### src/rtl/tpu_result_writer_pkg.sv
// Shared sizes, FSM encoding and lane helpers for the TPU result writer.
// Lane k of a result row is the byte at bit offset TPU_RW_LANE_LSB(k).
`ifndef TPU_RW_LANE_LSB
`define TPU_RW_LANE_LSB(k) (LANE_W * (LANES - 1 - (k)))
`endif

package tpu_result_writer_pkg;

    localparam int ROWS        = 16;
    localparam int LANE_W      = 8;
    localparam int LANES       = 16;
    localparam int DATA_W      = LANES * LANE_W;
    localparam int ADDR_W      = 16;
    localparam int ADDR_STRIDE = 1;
    localparam int FIFO_DEPTH  = 4;
    localparam int CNT_W       = $clog2(ROWS + 1);

    typedef enum logic [1:0] {
        IDLE    = 2'd0,
        COLLECT = 2'd1,
        DRAIN   = 2'd2,
        FINISH  = 2'd3
    } wr_state_e;

    // Clamp every signed lane with its sign bit set to zero when en is high.
    function automatic logic [DATA_W-1:0] relu_row(input logic [DATA_W-1:0] row, input logic en);
        logic [DATA_W-1:0] r;
        r = row;
        for (int k = 0; k < LANES; k++) begin
            if (en && row[`TPU_RW_LANE_LSB(k) + LANE_W - 1])
                r[`TPU_RW_LANE_LSB(k) +: LANE_W] = '0;
        end
        return r;
    endfunction

endpackage

### src/rtl/tpu_result_writer_fifo.sv
// result_fifo: flop-based row FIFO. The head row is read straight from the storage
// flops, so the write port sees data in the same cycle the row becomes valid.
module result_fifo #(
    parameter int W     = 128,
    parameter int DEPTH = 4
) (
    input  logic                       clk,
    input  logic                       rst,
    input  logic                       push_i,
    input  logic [W-1:0]               din_i,
    input  logic                       pop_i,
    output logic [W-1:0]               head_o,
    output logic                       full_o,
    output logic                       empty_o,
    output logic [$clog2(DEPTH):0]     cnt_o
);
    localparam int PW = $clog2(DEPTH);

    logic [W-1:0]  mem_q [DEPTH];
    logic [PW-1:0] wr_q, rd_q;
    logic [PW:0]   cnt_q;
    logic          do_push, do_pop;

    assign empty_o = (cnt_q == '0);
    assign full_o  = (cnt_q == (PW+1)'(DEPTH));
    assign cnt_o   = cnt_q;
    assign head_o  = mem_q[rd_q];

    // A pop frees the slot in the same cycle, so a push into a full FIFO still lands.
    assign do_pop  = pop_i && !empty_o;
    assign do_push = push_i && (!full_o || do_pop);

    always_ff @(posedge clk) begin
        if (do_push) mem_q[wr_q] <= din_i;
    end

    always_ff @(posedge clk or negedge rst) begin
        if (!rst) begin
            wr_q  <= '0;
            rd_q  <= '0;
            cnt_q <= '0;
        end else begin
            if (do_push) wr_q <= wr_q + 1'b1;
            if (do_pop)  rd_q <= rd_q + 1'b1;
            case ({do_push, do_pop})
                2'b10:   cnt_q <= cnt_q + 1'b1;
                2'b01:   cnt_q <= cnt_q - 1'b1;
                default: cnt_q <= cnt_q;
            endcase
        end
    end

endmodule

### src/rtl/tpu_result_writer.sv
// Captures TPU result rows, buffers them, and writes them (optionally ReLU'd) to the
// global buffer at base + row*stride. Rows cannot be stalled; overrun is flagged sticky.
module tpu_result_writer
    import tpu_result_writer_pkg::*;
(
    input  logic              clk,
    input  logic              rst,
    input  logic              tpu_out_valid,
    input  logic [DATA_W-1:0] tpu_DO,
    input  logic              tpu_done,
    input  logic [ADDR_W-1:0] base_addr,
    input  logic              relu_en,
    output logic              gb_valid,
    output logic [ADDR_W-1:0] gb_addr,
    output logic [DATA_W-1:0] gb_data,
    input  logic              gb_ready,
    output logic              busy,
    output logic              tile_done,
    output logic              overflow
);
    localparam int FPW = $clog2(FIFO_DEPTH);

    wr_state_e         state_q;
    logic [CNT_W-1:0]  in_cnt_q;
    logic [ADDR_W-1:0] out_cnt_q;
    logic [ADDR_W-1:0] base_q;
    logic              relu_q;
    logic              busy_q, tile_done_q, ovf_q;

    logic              push, pop, fifo_full, fifo_empty;
    logic [FPW:0]      fifo_cnt;
    logic [DATA_W-1:0] head;

    assign push = tpu_out_valid && (state_q != DRAIN);
    assign pop  = gb_valid && gb_ready;

    result_fifo #(.W(DATA_W), .DEPTH(FIFO_DEPTH)) u_fifo (
        .clk     (clk),
        .rst     (rst),
        .push_i  (push),
        .din_i   (tpu_DO),
        .pop_i   (pop),
        .head_o  (head),
        .full_o  (fifo_full),
        .empty_o (fifo_empty),
        .cnt_o   (fifo_cnt)
    );

    assign gb_valid  = !fifo_empty;
    assign gb_data   = gb_valid ? relu_row(head, relu_q) : '0;
    assign gb_addr   = base_q + out_cnt_q * ADDR_W'(ADDR_STRIDE);
    assign busy      = busy_q;
    assign tile_done = tile_done_q;
    assign overflow  = ovf_q;

    always_ff @(posedge clk or negedge rst) begin
        if (!rst) begin
            state_q     <= IDLE;
            in_cnt_q    <= '0;
            out_cnt_q   <= '0;
            base_q      <= '0;
            relu_q      <= 1'b0;
            busy_q      <= 1'b0;
            tile_done_q <= 1'b0;
            ovf_q       <= 1'b0;
        end else begin
            tile_done_q <= 1'b0;
            if (pop) out_cnt_q <= out_cnt_q + 1'b1;
            if (push && fifo_full && !pop) ovf_q <= 1'b1;
            case (state_q)
                // FIFO is always empty here, so restarting out_cnt cannot race a pop.
                IDLE, FINISH: begin
                    if (tpu_out_valid) begin
                        base_q    <= base_addr;
                        relu_q    <= relu_en;
                        in_cnt_q  <= CNT_W'(1);
                        out_cnt_q <= '0;
                        busy_q    <= 1'b1;
                        state_q   <= tpu_done ? DRAIN : COLLECT;
                    end else begin
                        busy_q  <= 1'b0;
                        state_q <= IDLE;
                    end
                end
                COLLECT: begin
                    if (tpu_out_valid) begin
                        in_cnt_q <= in_cnt_q + 1'b1;
                        if (tpu_done || in_cnt_q == CNT_W'(ROWS - 1)) state_q <= DRAIN;
                    end
                end
                DRAIN: begin
                    if (fifo_empty || (pop && fifo_cnt == (FPW+1)'(1))) begin
                        state_q     <= FINISH;
                        busy_q      <= 1'b0;
                        tile_done_q <= 1'b1;
                    end
                end
                default: state_q <= IDLE;
            endcase
        end
    end

endmodule

### config.mk
export PLATFORM = sky130hd
export DESIGN_NAME = tpu_result_writer
export DESIGN_NICKNAME = d
export VERILOG_FILES = /design/src/rtl/tpu_result_writer_pkg.sv /design/src/rtl/tpu_result_writer_fifo.sv /design/src/rtl/tpu_result_writer.sv
export SDC_FILE = /design/constraint.sdc
export NUM_CORES = 1
export LEC_CHECK = 0
export BUFFER_PORTS_ARGS = -buffer_cell sky130_fd_sc_hd__buf_2
export CAP_MARGIN = 0
export CORE_ASPECT_RATIO = 0.7
export CORE_MARGIN = 2
export CORE_UTILIZATION = 55
export CTS_CLUSTER_SIZE = 30
export DETAILED_ROUTE_END_ITERATION = 8
export MAX_ROUTING_LAYER = met4
export PLACE_DENSITY = 0.77
export SLEW_MARGIN = 20
export SYNTH_ARGS = -nofsm -noshare
export SYNTH_HDL_FRONTEND = slang
export SYNTH_SLANG_ARGS = --single-unit
### constraint.sdc
create_clock -name clk -period 5.75 [get_ports clk]
set_clock_uncertainty 0.15 [all_clocks]
set_input_delay 0.575 -clock clk [delete_from_list [all_inputs] [get_ports clk]]
set_output_delay 0.575 -clock clk [all_outputs]
set_load 0.02 [all_outputs]
* Yosys cells after proc, flatten, opt, wreduce, memory -nomap -nowiden
Memory sizes are Yosys's and may differ from the RTL's. Cells that the tools add are included.
Cells by class: add/sub/neg operators 7, $mul 0, divide/modulo/power cells 0, magnitude comparators 0, equality and inequality tests 13, shifts and indexed selects 0, muxes and demuxes 37, bitwise logic cells 0, reductions and logical operators 39
Operator list (number):
- two-way mux 128 bit | 1
- two-way mux 8 bit | 16
- two-way mux 16 bit | 3
- logical AND 1 bit | 23
- adder 16 x 1 -> 16 bit, second input constant | 1
- adder 16 bit | 1
- two-way mux 2 bit | 5
- two-way mux 5 bit | 2
- != test 2 bit, second input constant | 5
- one-hot mux 5 bit (2 select lines) | 1
- equality test 2 bit, second input constant | 3
- two-way mux 1 bit | 6
- one-hot mux 2 bit (3 select lines) | 1
- one-hot mux 3 bit (2 select lines) | 1
- AND reduction 3 bit | 2
- nonzero test 2 bit | 3
- adder 5 x 1 -> 5 bit, second input constant | 1
- equality test 5 x 4 -> 1 bit, second input constant | 1
- adder 2 x 1 -> 2 bit, second input constant | 2
- equality test 2 x 1 -> 1 bit, second input constant | 2
- AND reduction 2 bit | 2
- adder 3 x 1 -> 3 bit, second input constant | 1
- equality test 3 x 1 -> 1 bit, second input constant | 1
- equality test 3 bit, second input constant | 1
- other kinds (7) | 11
Word-level totals: flip-flop bits (word level) 50, latch bits 0, RAM bits 512, bits in read-only memories 0, bits of input ports 150, logic and storage cells 108, memories 1
Memory list:
- u_fifo.mem_q | depth 4, width 128, read ports 1, clocked after memory_dff 0, wr ports 1, RTL line tpu_result_writer_fifo.sv:19 | logic [W-1:0] mem_q [DEPTH];

* Logic depth before layout (Yosys ltp)
depth after elaboration 8, depth in mapped cells 9

* By module
From an unflattened synthesis, not the netlist that was laid out.
Unflattened totals: cell total of the unflattened synthesis 1154, area, all modules 22396.5 um^2
Modules (own cells, without submodules):
- result_fifo | times used 1, cells each 707, area an instance 18849.3 um^2, sequential area each 15549.9 um^2
- tpu_result_writer | times used 1, cells each 447, area an instance 3547.2 um^2, sequential area each 1076.0 um^2

* Worst setup path before layout
No wires, ideal clock.
path type input-to-reg, from in tpu_out_valid, to mem u_fifo.mem_q[0][0], enable pin, arrival time 4.289 ns, data required time 5.098 ns, path slack 0.808 ns, cell stages on the path 4, buffers on the path 1, cell sequence clkbuf_1 -> nand2b_1 -> a31oi_1 -> and2_1
Between the ends: word-level cells in the longest chain between the ends 4
Ends and longest elaborated chain:
- from (decl) | RTL line tpu_result_writer.sv:8 | input logic tpu_out_valid,
- logical AND 1 bit | RTL line tpu_result_writer.sv:34 | assign push = tpu_out_valid && (state_q != DRAIN);
- logical AND 1 bit | RTL line tpu_result_writer_fifo.sv:31 | assign do_push = push_i && (!full_o || do_pop);
- two-way mux 1 bit | RTL line tpu_result_writer_fifo.sv:34 | if (do_push) mem_q[wr_q] <= din_i;
- two-way mux 1 bit (not written as such) | RTL line tpu_result_writer_fifo.sv:34
- to (decl) | RTL line tpu_result_writer_fifo.sv:19
No other way between the ends.

* Final worst setup path
from reg u_fifo.cnt_q[0] (netlist: u_fifo.cnt_o[0]), to out gb_data[62]
Between the ends: word-level cells in the longest chain between the ends 2
Ends and longest elaborated chain:
- from (decl) | RTL line tpu_result_writer_fifo.sv:21 | logic [PW:0] cnt_q;
- from (signal assigned) | RTL line tpu_result_writer_fifo.sv:46 | 2'b10: cnt_q <= cnt_q + 1'b1;
- from (signal assigned) | RTL line tpu_result_writer_fifo.sv:47 | 2'b01: cnt_q <= cnt_q - 1'b1;
- from (signal assigned) | RTL line tpu_result_writer_fifo.sv:48 | default: cnt_q <= cnt_q;
- zero test 3 bit | RTL line tpu_result_writer_fifo.sv:24 | assign empty_o = (cnt_q == '0);
- two-way mux 128 bit | RTL line tpu_result_writer.sv:50 | assign gb_data = gb_valid ? relu_row(head, relu_q) : '0;
- to (decl) | RTL line tpu_result_writer.sv:15 | output logic [DATA_W-1:0] gb_data,
No other way between the ends.

==> impl_results.md <==
- Status: completed
- Starting Density: 0.5599
- Pwr Total: 14580 uW
- Number of instances in the synthesized netlist: 1172
- CP endpoint kind: output port
- Areal power density over the cells: 552.0 nW/um2
- Largest net degree at the start of global routing: 77
- Final period util: 0.7277
- Transition time at the pin with the least slew margin: 1031 ps
- Total Routing Usage GR: 0.2320
- Number of buffers inserted to repair setup after CTS: 0
- Portion of the post-synthesis area used by sequential elements: 0.7439
- Max Fclk: 239.0 MHz
- Number of standard cells in the layout, taps in and fillers out: 2084
- DRC violation count after routing: 0
- Cell area after layout: 26420 um2
- Setup repair after global routing missed its margin: false
- Maximum fanout along the worst path: 67
- Clk sinks: 562
- Post-DP Area: 24500 um2
- Post-Synthesis Mean Instance Area: 19.07 um2
- Final setup fails: 0
- Placed wire-length estimate after detailed placement: 29.67 mm
- Smallest setup slack after layout: 1566 ps
- Number of different library cells in the post-synthesis netlist: 41
- Synthesized net count: 1352
- IO Count: 298
- Number of global-route vias before repair: 12190
- Count of synthesis-stage warnings from yosys: 0
- Maximum ir drop on the vdd rail: 0.3620 mV
- Slew Viols, Final: 0
- Iter 0 DRT Violations: 1060
- Area of the die: 42290 um2
- Count of antenna-violating nets left after detailed routing: 0
- Number of antenna violations at the first check in global routing: 17
- Die Ht: 172.7 um
- Max Root-Sink Buffers: 3
- Clock insertion delay at the later pin of the skew report: 570 ps
- Time the final worst path needs with I/O delays and setup: 4184 ps
- Place WS: 2289 ps
- Total standard cell area after synthesis: 22350 um2
- Relative slew slack: 0.3126
- WP data arrival: 3460 ps
- Total placed cells including tap cells: 1966
- Final routed wire length divided by cell count: 22.95 um
- Number of resized instances in the post-cts repair step: 0
- Area added between synthesis and finish: 18.19%
- Start-to-end type of the worst setup path: flip-flop to output port
- Maxcap violations: 0
- Net count reported at finish: 1666
- Count of H-tree levels built during CTS: 2
- Number of buffers created by CTS: 51
- First-pass GRT wire length: 72.19 mm
- Rows: 61
- Setup TNS: 0 ps
- Element type at the critical path start: flip-flop
- Hold/Removal Path Class: input port to flip-flop
- Via Count: 12000
- Number of storage elements in the synthesis netlist: 562
- Clock root buffer: sky130_fd_sc_hd__clkbuf_16
- Register clock-pin slew on the reported worst setup and hold paths: 60 ps
- GPL Wtd Cong: 0.8785
- Total wire length: 47.82 mm
- Pleak: 0.009862 uW
- Vias per Instance: 5.759
- Die Width: 244.9 um
- Crit path required time: 5030 ps
- Clock tree from TritonCTS: done
- Placeable core region: 39920 um2
- DR pass1 iterations: 5
- Port-buffer cells: 297
- Setup slack of the most critical reg-to-reg path: 2340 ps
- Proportion of layout cells with a drive suffix above 1: 0.3512
- Total congestion overflow: 0
- Final hold violations: 0
## placed cells by master (no fill, tap or decap), types with 2 or more instances in the layout
cell                           n
sky130_fd_sc_hd__and2_4        4
sky130_fd_sc_hd__mux4_2      128
sky130_fd_sc_hd__clkbuf_1      6
sky130_fd_sc_hd__mux2i_1       3
sky130_fd_sc_hd__and3_1      114
sky130_fd_sc_hd__inv_1        14
sky130_fd_sc_hd__diode_2      20
sky130_fd_sc_hd__nand2_1      97
sky130_fd_sc_hd__buf_2       297
sky130_fd_sc_hd__clkinvlp_4    3
sky130_fd_sc_hd__o21bai_1      4
sky130_fd_sc_hd__nand3_1       8
sky130_fd_sc_hd__clkinv_8      2
sky130_fd_sc_hd__bufinv_16    11
sky130_fd_sc_hd__clkinv_2     11
sky130_fd_sc_hd__clkinv_1      7
sky130_fd_sc_hd__nand4_1       7
sky130_fd_sc_hd__xnor2_1      14
sky130_fd_sc_hd__and2_1       18
sky130_fd_sc_hd__nand2b_1      2
sky130_fd_sc_hd__a21o_1        4
sky130_fd_sc_hd__o211ai_1      3
sky130_fd_sc_hd__dfrtp_4       2
sky130_fd_sc_hd__buf_4        10
sky130_fd_sc_hd__a22o_1        2
sky130_fd_sc_hd__edfxtp_1    512
sky130_fd_sc_hd__clkinv_4      3
sky130_fd_sc_hd__nor3_1        4
sky130_fd_sc_hd__buf_12        6
sky130_fd_sc_hd__nor2_1       25
sky130_fd_sc_hd__a21oi_1      20
sky130_fd_sc_hd__ha_1         29
sky130_fd_sc_hd__dfrtp_1      48
sky130_fd_sc_hd__xor2_1       19
sky130_fd_sc_hd__o21ai_0      18
sky130_fd_sc_hd__clkbuf_16    51
## cell families (layout without fill, tap and decap cells)
logic type | after synthesis | after routing | share of synthesized area
XOR/XNOR | 33 | 33 | 0.01293
AND/OR/NAND/NOR | 288 | 288 | 0.06746
adder cells (fa/ha/maj) | 30 | 30 | 0.01713
other | 0 | 20 | 0
flip-flops | 562 | 562 | 0.7439
buffers and inverters | 69 | 426 | 0.01243
AO/OA/AOI/OAI | 59 | 59 | 0.01584
multiplexers | 131 | 131 | 0.1303
## synthesized netlist by cell type
library cell               instances  area share
sky130_fd_sc_hd__dfrtp_1          50       0.056
sky130_fd_sc_hd__o22ai_1           1     0.00028
sky130_fd_sc_hd__nand3_2           1     0.00045
sky130_fd_sc_hd__nand2_1          97       0.016
sky130_fd_sc_hd__a21oi_1          20      0.0045
sky130_fd_sc_hd__edfxtp_1        512        0.69
sky130_fd_sc_hd__xor2_1           19      0.0074
sky130_fd_sc_hd__nor2b_2           1     0.00039
sky130_fd_sc_hd__mux2i_1           3      0.0013
sky130_fd_sc_hd__or3_1             1     0.00028
sky130_fd_sc_hd__nand3_1           8      0.0018
sky130_fd_sc_hd__nor4_1            1     0.00028
sky130_fd_sc_hd__a31o_2            1     0.00039
sky130_fd_sc_hd__a211oi_1          1     0.00034
sky130_fd_sc_hd__a211o_1           1     0.00039
sky130_fd_sc_hd__a32o_1            1     0.00045
sky130_fd_sc_hd__and2_1           22      0.0062
sky130_fd_sc_hd__buf_2            15      0.0034
sky130_fd_sc_hd__and4_1            1     0.00039
sky130_fd_sc_hd__nand3b_1          1     0.00034
sky130_fd_sc_hd__o21ai_0          18      0.0040
sky130_fd_sc_hd__clkbuf_1         39      0.0065
sky130_fd_sc_hd__xnor2_1          14      0.0055
sky130_fd_sc_hd__fa_1              1     0.00090
sky130_fd_sc_hd__o211ai_1          3      0.0010
sky130_fd_sc_hd__nor3_1            4     0.00090
sky130_fd_sc_hd__mux4_2          128        0.13
sky130_fd_sc_hd__o21a_1            1     0.00034
sky130_fd_sc_hd__and4b_1           1     0.00045
sky130_fd_sc_hd__a31oi_1           1     0.00028
sky130_fd_sc_hd__nand2b_1          2     0.00056
sky130_fd_sc_hd__and3_1          114       0.032
sky130_fd_sc_hd__a22o_1            2     0.00078
sky130_fd_sc_hd__nand4_1           7      0.0020
sky130_fd_sc_hd__inv_1            15      0.0025
sky130_fd_sc_hd__ha_1             29       0.016
sky130_fd_sc_hd__a21o_1            4      0.0013
sky130_fd_sc_hd__nor2_1           26      0.0044
sky130_fd_sc_hd__o21bai_1          4      0.0013
sky130_fd_sc_hd__a41oi_1           1     0.00039
sky130_fd_sc_hd__nor4_4            1     0.00095
## critical path, cell delays in order, from the launching register on
cell                       delay [ps]
sky130_fd_sc_hd__dfrtp_1          430
sky130_fd_sc_hd__inv_1            110
sky130_fd_sc_hd__ha_1             210
sky130_fd_sc_hd__nor2b_2          340
sky130_fd_sc_hd__clkinv_2         800
sky130_fd_sc_hd__buf_4            570
sky130_fd_sc_hd__and3_1           230
sky130_fd_sc_hd__buf_2            160
## flip-flops by register name, summed over array words and instances, names as in the netlist
| signal | cells |
|---|---|
| u_fifo.mem_q | 512 |
| base_q | 16 |
| out_cnt_q | 16 |
| in_cnt_q | 5 |
| u_fifo.cnt_o | 3 |
| state_q | 2 |
| u_fifo.rd_q | 2 |
| u_fifo.wr_q | 2 |
| busy | 1 |
| overflow | 1 |
| relu_q | 1 |
| tile_done | 1 |
## timing repair
item,CTS,global route
hold endpoints to repair,50,0
endpoints found under the setup margin,0,0
hold buffers,1,0
## final timing paths
check	from	endpoint	cells after the start
setup / recovery	u_fifo.cnt_o[0]	gb_data[62]	7
hold / removal	base_addr[14]	base_q[14]	3
setup reg to reg	state_q[0]	u_fifo.mem_q[0][28]	6
max in group asynchronous	rst	u_fifo.rd_q[1]	3
min in group asynchronous	rst	base_q[13]	3
hold reg to reg	base_q[6]	base_q[6]	2
## power breakdown
part	total (uW)	internal, uW	switching, uW	leakage [uW]
registers	5530	5190	340	0.00529
clock network	3620	2140	1480	0.000884
logic	5430	2190	3240	0.00369
total	14600	9520	5060	0.00986
## cell type report
class / count / area [um2]
multi-input combinational: 541 / 5464
clock buffer: 57 / 1299
timing repair buffer: 315 / 1719
clock inverter: 39 / 524.3
inverter: 15 / 57.56
tap: 535 / 669.4
sequential: 562 / 16630
fill: 2684 / 13500
antenna: 20 / 50.05
## layer usage
layer	GRT usage	share of wire	vias up	wire length [um]
li1	-	-	5344	-
met1	0.3257	0.42	6122	20060
met2	0.3523	0.48	470	23070
met3	0.04951	0.079	66	3770
met4	0.05920	0.019	0	920
met5	-	0	-	0
## stage by stage
stage | hold WS (ps) | utilization
detailed placement | 318.0 | 0.6139
CTS | 19.41 | 0.6598
floorplan | 129.4 | -
finish | 48.63 | 0.6618
global route | 27.07 | 0.6615
global placement | 314.0 | 0.6138
Note: power is estimated with default switching activity, not from simulation.
